--- src/rtl/rv_fetch_pkg.sv ---
// Shared types and constants for the RISC24 prefetching fetch stage.
// Entries pair the fetch address with its instruction word.
package rv_fetch_pkg;

  localparam int INSTR_W = 16;
  localparam int ADDR_W  = 16;
  localparam logic [ADDR_W-1:0] DEFAULT_RESET_PC = 16'h0000;

  typedef enum logic {
    S_RUN  = 1'b0,
    S_DROP = 1'b1
  } fetch_state_e;

  typedef struct packed {
    logic [ADDR_W-1:0]  pc;
    logic [INSTR_W-1:0] instr;
  } fetch_entry_t;

endpackage

--- src/rtl/fetch_fifo.sv ---
// Power-of-two circular FIFO with flush; head is read straight from storage (0-cycle read, 1-cycle write-to-head).
// No internal overflow/underflow guard: the caller only pushes with room and only pops when non-empty.
module fetch_fifo #(
  parameter int WIDTH = 32,
  parameter int DEPTH = 2,
  localparam int PW   = $clog2(DEPTH),
  localparam int CW   = PW + 1
) (
  input  logic             clk,
  input  logic             rst,
  input  logic             push_i,
  input  logic             pop_i,
  input  logic             flush_i,
  input  logic [WIDTH-1:0] wdata_i,
  output logic [WIDTH-1:0] rdata_o,
  output logic [CW-1:0]    count_o,
  output logic             full_o,
  output logic             empty_o
);

  logic [WIDTH-1:0] mem_q [DEPTH];
  logic [PW-1:0]    wr_ptr_q, rd_ptr_q;
  logic [CW-1:0]    count_q;

  always_ff @(posedge clk or posedge rst) begin
    if (rst) begin
      wr_ptr_q <= '0;
      rd_ptr_q <= '0;
      count_q  <= '0;
      for (int i = 0; i < DEPTH; i++) mem_q[i] <= '0;
    end else if (flush_i) begin
      wr_ptr_q <= '0;
      rd_ptr_q <= '0;
      count_q  <= '0;
    end else begin
      if (push_i) begin
        mem_q[wr_ptr_q] <= wdata_i;
        wr_ptr_q        <= wr_ptr_q + PW'(1);
      end
      if (pop_i) rd_ptr_q <= rd_ptr_q + PW'(1);
      count_q <= count_q + CW'(push_i) - CW'(pop_i);
    end
  end

  assign rdata_o = mem_q[rd_ptr_q];
  assign count_o = count_q;
  assign full_o  = (count_q == CW'(DEPTH));
  assign empty_o = (count_q == '0);

endmodule

--- src/rtl/instr_fetch_unit.sv ---
// Prefetching fetch stage: one outstanding req/ack fetch into a FIFO of {pc, instr}; head valid 1 cycle after ack.
// Stops requesting when the FIFO plus the in-flight fetch would overflow; redirect flushes and drops any in-flight data.
module instr_fetch_unit
  import rv_fetch_pkg::*;
#(
  parameter int                DEPTH    = 2,
  parameter logic [ADDR_W-1:0] RESET_PC = DEFAULT_RESET_PC
) (
  input  logic               clk,
  input  logic               reset,
  output logic               mem_req,
  output logic [ADDR_W-1:0]  mem_addr,
  input  logic               mem_ack,
  input  logic [INSTR_W-1:0] mem_rdata,
  output logic               instr_valid,
  output logic [INSTR_W-1:0] instr,
  output logic [ADDR_W-1:0]  instr_pc,
  input  logic               instr_ready,
  input  logic               redirect,
  input  logic [ADDR_W-1:0]  redirect_pc
);

  localparam int CW = $clog2(DEPTH) + 1;
  localparam logic [CW-1:0] DEPTH_C = CW'(DEPTH);

  fetch_state_e      state_q, state_d;
  logic [ADDR_W-1:0] fetch_pc_q, fetch_pc_d;
  logic [ADDR_W-1:0] mem_addr_q, mem_addr_d;
  logic              mem_req_q, mem_req_d;

  fetch_entry_t      push_entry, head_entry;
  logic [CW-1:0]     occ, occ_next;
  logic              fifo_full, fifo_empty;
  logic              ack, pop, push, pending_after;

  // An ack with no live request (e.g. one abandoned by reset) is ignored.
  assign ack           = mem_ack & mem_req_q;
  assign pop           = ~fifo_empty & instr_ready;
  assign push          = ack & (state_q == S_RUN) & ~redirect & (~fifo_full | pop);
  assign pending_after = mem_req_q & ~ack;
  assign occ_next      = occ + CW'(push) - CW'(pop);
  assign push_entry    = '{pc: mem_addr_q, instr: mem_rdata};

  always_comb begin
    state_d    = state_q;
    fetch_pc_d = fetch_pc_q;
    mem_req_d  = mem_req_q;
    mem_addr_d = mem_addr_q;
    case (state_q)
      S_RUN: begin
        if (redirect) begin
          fetch_pc_d = redirect_pc;
          if (pending_after) state_d = S_DROP;
          else               mem_req_d = 1'b0;
        end else begin
          if (ack) fetch_pc_d = mem_addr_q + ADDR_W'(1);
          if (!pending_after) begin
            mem_req_d  = (occ_next < DEPTH_C);
            mem_addr_d = fetch_pc_d;
          end
        end
      end
      S_DROP: begin
        if (redirect) fetch_pc_d = redirect_pc;
        // FIFO was flushed on entry, so there is always room for the restart fetch.
        if (ack) begin
          state_d    = S_RUN;
          mem_req_d  = 1'b1;
          mem_addr_d = fetch_pc_d;
        end
      end
    endcase
  end

  always_ff @(posedge clk or posedge reset) begin
    if (reset) begin
      state_q    <= S_RUN;
      fetch_pc_q <= RESET_PC;
      mem_req_q  <= 1'b0;
      mem_addr_q <= RESET_PC;
    end else begin
      state_q    <= state_d;
      fetch_pc_q <= fetch_pc_d;
      mem_req_q  <= mem_req_d;
      mem_addr_q <= mem_addr_d;
    end
  end

  fetch_fifo #(
    .WIDTH ($bits(fetch_entry_t)),
    .DEPTH (DEPTH)
  ) u_fifo (
    .clk     (clk),
    .rst     (reset),
    .push_i  (push),
    .pop_i   (pop),
    .flush_i (redirect),
    .wdata_i (push_entry),
    .rdata_o (head_entry),
    .count_o (occ),
    .full_o  (fifo_full),
    .empty_o (fifo_empty)
  );

  assign mem_req     = mem_req_q;
  assign mem_addr    = mem_addr_q;
  assign instr_valid = ~fifo_empty;
  assign instr       = head_entry.instr;
  assign instr_pc    = head_entry.pc;

endmodule

--- config.mk ---
export PLATFORM = sky130hd
export DESIGN_NAME = instr_fetch_unit
export DESIGN_NICKNAME = d
export VERILOG_FILES = /design/src/rtl/rv_fetch_pkg.sv /design/src/rtl/fetch_fifo.sv /design/src/rtl/instr_fetch_unit.sv
export SDC_FILE = /design/constraint.sdc
export NUM_CORES = 1
export LEC_CHECK = 0
export BUFFER_PORTS_ARGS = -buffer_cell sky130_fd_sc_hd__buf_2
export CAP_MARGIN = 20
export CORE_UTILIZATION = 51
export CTS_BUF_LIST = sky130_fd_sc_hd__clkbuf_4 sky130_fd_sc_hd__clkbuf_8 sky130_fd_sc_hd__clkbuf_16
export DETAILED_ROUTE_END_ITERATION = 8
export GPL_TIMING_DRIVEN = 0
export MAX_ROUTING_LAYER = met4
export PLACE_DENSITY = 0.8
export SETUP_SLACK_MARGIN = 0.05
export SLEW_MARGIN = 20
export SYNTH_ARGS = -nofsm -noshare
export SYNTH_HDL_FRONTEND = slang
export SYNTH_SLANG_ARGS = --single-unit
export TNS_END_PERCENT = 100
--- constraint.sdc ---
create_clock -name clk -period 2.8 [get_ports clk]
set_input_delay 0.14 -clock clk [delete_from_list [all_inputs] [get_ports clk]]
set_output_delay 0.14 -clock clk [all_outputs]
set_load 0.02 [all_outputs]
==> results.cfg, run 1 <==
[outcome]
status = finished, final reports clean

[route]
dr.pass1.iters = 5
num_vias = 4082
antenna_left = 0
wl_per_cell_um = 18.1
routed_via_density = 5.82
wl_mm = 12.7
drt_iter0_drc = 267
drc_errors = 0

[worst_setup_path]
setup.worst_path.start_class = register
crit_path_start = u_fifo.rd_ptr_q
cp.arrival_ns = 2.16
path_class = reg -> out
critPathMaxFanout = 10
critPathCaptureType = output pin
r2r-start = mem_addr[0]
worstPathRequired_ns = 2.66
reg2regPathDepth = 6

[synthesis]
synthAdderAreaFrac = 0.00720
synth_compound_area_frac = 0.0988
netlist_instances = 458
syn_avg_cell_area_sq_um = 11.4
syn_nets = 498
ys_seq_elements = 102
synth-async-reset-ratio = 1.00
synth_top_family_by_area = multiplexers
yosys_warnings = 0
synth_cell_types = 55
synth-main-ff-cell = dfrtp_1
synth_xor_area_frac = 0.0269
synth_area_sq_um = 5220
synth_edf_count = 0
muxShareOfSynthArea = 0.229
synth-simple-area-share = 0.107
synth-seq-area-share = 0.489

[placement]
port_buffers = 86
placed_area_sq_um = 5880
dp_hpwl_mm = 9.21
routabilityCongestion = 0.899

[worst_hold_path]
holdCritPathClass = in -> reg
hold_path_depth = 2
min_from = mem_rdata[2]

[sta]
fin_skew_ns = 0.0129
clock.fmax_mhz = 435
fin_crit_sh = 0.822
rsz0062_at_grt = false
setup_violations = 0
max_slew_margin = 0.499
worst_pin_slew_ns = 0.752
finalMaxSlewViolations = 0
finalSetupTns_ns = 0
period_minus_slack_ns = 2.30
hold_violations = 0

[final_layout]
area_delta_synth_final_pct = 17.3
fin_area_sq_um = 6120
n_antenna_cell = 0
final_layout_size_suffix_gt1_frac = 0.412
final_cell_mix = dfrtp_1 (102), mux2_2 (101), buf_2 (98)
layout_commonest_cell = dfrtp_1
nets = 603

[pwr]
leakagePower_nw = 2.83
irDropWorstVdd_mv = 0.574
p_per_area_nw_per_um2 = 1120

[floorplanning]
rows = 36
io_pins = 87
initial_core_util = 0.529
dieHeight_um = 103
fp.dieArea_sq_um = 10600
die_x_um = 103
core_sq_um = 9860

[cts]
cts_tree = done
clk_path_buf_depth = 2
post_cts_resized = 0
ctsRootBufferMaster = clkbuf_8
htreeDepth = 3
clock_latency_ns = 0.37
clk_pin_slew_ns = 0.11
numCtsBuffers = 9
cts.sinks = 102

[grt]
antenna_found_initial = 0
grt_pass1_vias = 4002
grt_first_pass_wirelength_mm = 19.8
track_usage = 0.254
overflow = 0
grt_max_degree = 29

[run]
cap_violations = 0
[metal layers]
| layer | share of wire | vias up | track usage |
|---|---|---|---|
| met5 | 0 | - | - |
| met4 | 0.028 | 0 | 0.0867 |
| met3 | 0.055 | 29 | 0.0441 |
| met2 | 0.50 | 161 | 0.428 |
| met1 | 0.42 | 2047 | 0.308 |
| li1 | - | 1845 | - |
[area by class of cell]
type,count,area [sq um]
clock buffers,9,124
plain buffers,30,173
repair buffers,94,548
well taps,133,166
flip-flops and latches,102,2550
fillers,796,3740
multi-input cells,314,2450
clock inverters,7,62.6
inverters,12,48.8
[worst max-delay path, stage by stage, from the launching register on]
cell      delay, ns
dfrtp_1        0.33
clkbuf_1       0.28
clkbuf_1       0.62
mux2_2         0.42
buf_2          0.16
[flip-flops by register name, summed over array words and instances, names as in the netlist]
register and flops:
u_fifo.mem_q 64, state_q 1, fetch_pc_q 16, mem_addr 16, u_fifo.count_o 2, u_fifo.rd_ptr_q 1, mem_req 1, u_fifo.wr_ptr_q 1
[worst paths after layout]
path,endpoint,slack [ns]
min reg2reg,u_fifo.mem_q[46],0.51
max reg2reg,fetch_pc_q[14],0.56
max in group asynchronous,fetch_pc_q[12],1.89
min in group asynchronous,u_fifo.mem_q[31],0.38
max,instr_pc[13],0.50
min,u_fifo.mem_q[34],0.007
[per-stage QoR]
stage,util,instances,worst slack [ns],hold WS (ns),power [mW]
2_1_floorplan,-,458,0.780,0.261,4.95
3_3_place_gp,0.590,677,0.700,0.373,5.80
3_5_place_dp,0.597,680,0.641,0.235,5.98
4_1_cts,0.617,698,0.491,0.00320,6.88
5_1_grt,0.620,701,0.415,0.00139,7.31
6_report,0.620,701,0.499,0.00709,6.87
[synth_stat cells, drive strengths merged (4+ instances only)]
cell	n	share of area
nor3	14	0.013
a21oi	23	0.024
nand4	6	0.0084
xnor2	11	0.018
a31oi	4	0.0048
inv	12	0.0086
nand2	26	0.020
clkbuf	10	0.0072
dfrtp	102	0.49
mux2	105	0.23
xor2	5	0.0084
buf	20	0.026
nand2b	10	0.012
o22ai	4	0.0048
nor2	30	0.023
o21ai	19	0.018
nand3	6	0.0058
a21o	4	0.0058
[cell families (layout without fill, tap and decap cells)]
| kind of cell | count (synthesis) | after routing |
|---|---|---|
| and+or+nand+nor | 110 | 110 |
| adders and majority gates | 3 | 3 |
| AOI/OAI and AO/OA | 79 | 79 |
| DFF | 102 | 102 |
| xor gates and xnor gates | 16 | 16 |
| buffers and inverters | 42 | 152 |
| muxes | 106 | 106 |
[repair_timing]
| action | in CTS | in global routing |
|---|---|---|
| buffers inserted | 0 | 0 |
| hold endpoints to repair | 21 | 3 |
| hold buffers | 2 | 3 |
[report_power, final]
part,internal (mW),leakage (nW),switching [mW]
combinational,1.51,1.47,1.86
clock,0.344,0.0916,0.553
sequential,2.11,1.26,0.495
(Power assumes the default switching activity.)
==> run 2, diff against run 1 <==
--- a/config.mk
+++ b/config.mk
@@ -7,12 +7,12 @@
 export LEC_CHECK = 0
 export BUFFER_PORTS_ARGS = -buffer_cell sky130_fd_sc_hd__buf_2
 export CAP_MARGIN = 20
-export CORE_UTILIZATION = 51
+export CORE_UTILIZATION = 57
 export CTS_BUF_LIST = sky130_fd_sc_hd__clkbuf_4 sky130_fd_sc_hd__clkbuf_8 sky130_fd_sc_hd__clkbuf_16
 export DETAILED_ROUTE_END_ITERATION = 8
 export GPL_TIMING_DRIVEN = 0
 export MAX_ROUTING_LAYER = met4
-export PLACE_DENSITY = 0.8
+export PLACE_DENSITY = 0.85
 export SETUP_SLACK_MARGIN = 0.05
 export SLEW_MARGIN = 20
 export SYNTH_ARGS = -nofsm -noshare
==> constraint.sdc (replaced) <==
create_clock -name clk -period 2.2 [get_ports clk]
set_input_delay 0.11 -clock clk [delete_from_list [all_inputs] [get_ports clk]]
set_output_delay 0.11 -clock clk [all_outputs]
set_load 0.02 [all_outputs]
==> results.cfg, run 2 (synthesis results as in run 1) <==
[outcome]
status = finished, violations left
violations = DRC, hold timing

[pwr]
irDropWorstVdd_mv = 0.673
p_per_area_nw_per_um2 = 1410
power_frac_seq = 0.377
leakagePower_nw = 2.91
pwr-share-comb = 0.491
netSwitchingFraction = 0.425
power.clock.fraction = 0.132
p_switching_mw = 3.75
intPower_mw = 5.07

[sta]
worst_pin_slew_ns = 0.607
hold_violations = 1
finalMaxSlewViolations = 0
finalSetupTns_ns = 0
clock.fmax_mhz = 479
holdWs_ns = -0.00210
max_slew_margin = 0.596
period_minus_slack_ns = 2.09
fin_crit_sh = 0.949
rsz0062_at_grt = true
fin_skew_ns = 0.0119
setup_violations = 0

[worst_setup_path]
setup.worst_path.start_class = register
critPathCaptureType = register
endpoint = mem_addr[9]
rrSetupSlack_ns = 0.11
crit_path_start = state_q
path_depth = 6
critPathMaxStageDelay_ns = 0.48
slowest_stage = clkbuf_1
cp.arrival_ns = 2.36
critPathBufInv = 2
reg2reg_to = mem_addr[9]
worstPathRequired_ns = 2.47
critPathMaxFanout = 10
crit_chain = buf_2 > nand2b_1 > nand3_1 > clkbuf_1 > nor2_1 > o22a_1
path_class = reg -> reg
reg2regPathDepth = 6
r2r-start = state_q
crit_family = simple AND/OR/NAND/NOR gates

[route]
num_vias = 4126
wl_met2_mm = 6.38
antenna_left = 0
wl_mm = 12.9
route.met3.wl_um = 733
drc_errors = 18
dr.pass1.iters = 7
routed_via_density = 5.95
wl_per_cell_um = 18.6
drt_iter0_drc = 259
top_layer = met4
drt-met1-wl_mm = 5.39

[final_layout]
area_delta_synth_final_pct = 20.3
final_util = 0.712
nFillCells = 620
regMostFlops = u_fifo.mem_q
n_antenna_cell = 0
nets = 620
largest_reg_flops = 64
layout_commonest_cell = mux2_2
final_cell_mix = mux2_2 (101), dfrtp_1 (100), buf_2 (98)
final_layout_size_suffix_gt1_frac = 0.412

[cts]
clk_pin_slew_ns = 0.10
cts.sinks = 102
post_cts_buffers = 0
cts_tree = done
htreeDepth = 3
ctsRootBufferMaster = clkbuf_8
numCtsBuffers = 9
clk_path_buf_depth = 2
clock_latency_ns = 0.38

[grt]
grt_first_pass_wirelength_mm = 20.8
grt_max_degree = 36
overflow = 0
antenna_found_initial = 0
track_usage = 0.287
grt_pass1_vias = 4148

[floorplanning]
core_sq_um = 8810
io_pins = 87
dieHeight_um = 97.7
initial_core_util = 0.592
die_x_um = 97.7
fp.dieArea_sq_um = 9540
rows = 34

[placement]
port_buffers = 86
dp_hpwl_mm = 9.02
routabilityCongestion = 0.940

[worst_hold_path]
holdCritPathClass = in -> reg

[run]
cap_violations = 0
-- run 2: cell count changes in the layout (fill, tap and decap cells not counted), sizes merged --
cell	before	now
clkinv	1	2
clkinvlp	3	2
dlygate4sd3	5	22
-- run 2: cell type report --
class,count,area (sq um),share of cell area
plain buffers,30,176,0.0281
clock inverters,7,65.1,0.0104
clock buffers,9,124,0.0197
inverters,12,48.8,0.00778
multi-input cells,314,2450,0.391
flip-flops and latches,102,2550,0.407
repair buffers,111,718,0.114
well taps,108,135,0.0215
-- run 2: routing by layer --
layer / GRT usage / vias up
li1: - / 1873
met2: 0.474 / 180
met3: 0.0439 / 34
met5: - / -
met4: 0.125 / 0
met1: 0.351 / 2039
-- run 2: power groups by stage --
| stage | registers (mW) | logic (mW) | clock network (mW) |
|---|---|---|---|
| after CTS | 3.31 | 4.31 | 1.18 |
| after global placement | 3.26 | 4.10 | 0 |
| after global routing | 3.43 | 4.65 | 1.25 |
| final | 3.33 | 4.33 | 1.16 |
| after detailed placement | 3.35 | 4.24 | 0 |
| after floorplan | 3.33 | 2.98 | 0 |
-- run 2: worst min-delay path by stage --
stage,slack [ns],start,depth (start not counted),end
2_1_floorplan,0.23,redirect_pc[6],2,fetch_pc_q[6]
3_3_place_gp,0.34,mem_rdata[2],2,u_fifo.mem_q[34]
3_5_place_dp,0.16,reset,2,fetch_pc_q[14]
4_1_cts,0.004,redirect_pc[12],3,fetch_pc_q[12]
5_1_grt,0.01,mem_rdata[11],2,u_fifo.mem_q[11]
6_report,-0.002,mem_rdata[11],2,u_fifo.mem_q[11]
-- run 2: per-stage QoR --
step | hold slack, ns | setup slack, ns | power, mW | instances | instance area [sq um]
after global routing | 0.0131 | 0.0431 | 9.33 | 693 | 6270
final | -0.00210 | 0.112 | 8.83 | 693 | 6270
after floorplan | 0.231 | 0.180 | 6.30 | 458 | 5220
after CTS | 0.00398 | 0.0817 | 8.80 | 693 | 6270
after global placement | 0.341 | 0.100 | 7.36 | 652 | 5790
after detailed placement | 0.163 | 0.0491 | 7.60 | 655 | 5850
-- run 2: what timing repair did --
| item | 4_1_cts | 5_1_grt |
|---|---|---|
| resized for setup | 5 | 2 |
| hold buffers | 22 | 0 |
| pin swaps | 0 | 1 |
| endpoints found under the setup margin | 30 | 12 |
| endpoints found under the hold margin | 56 | 0 |
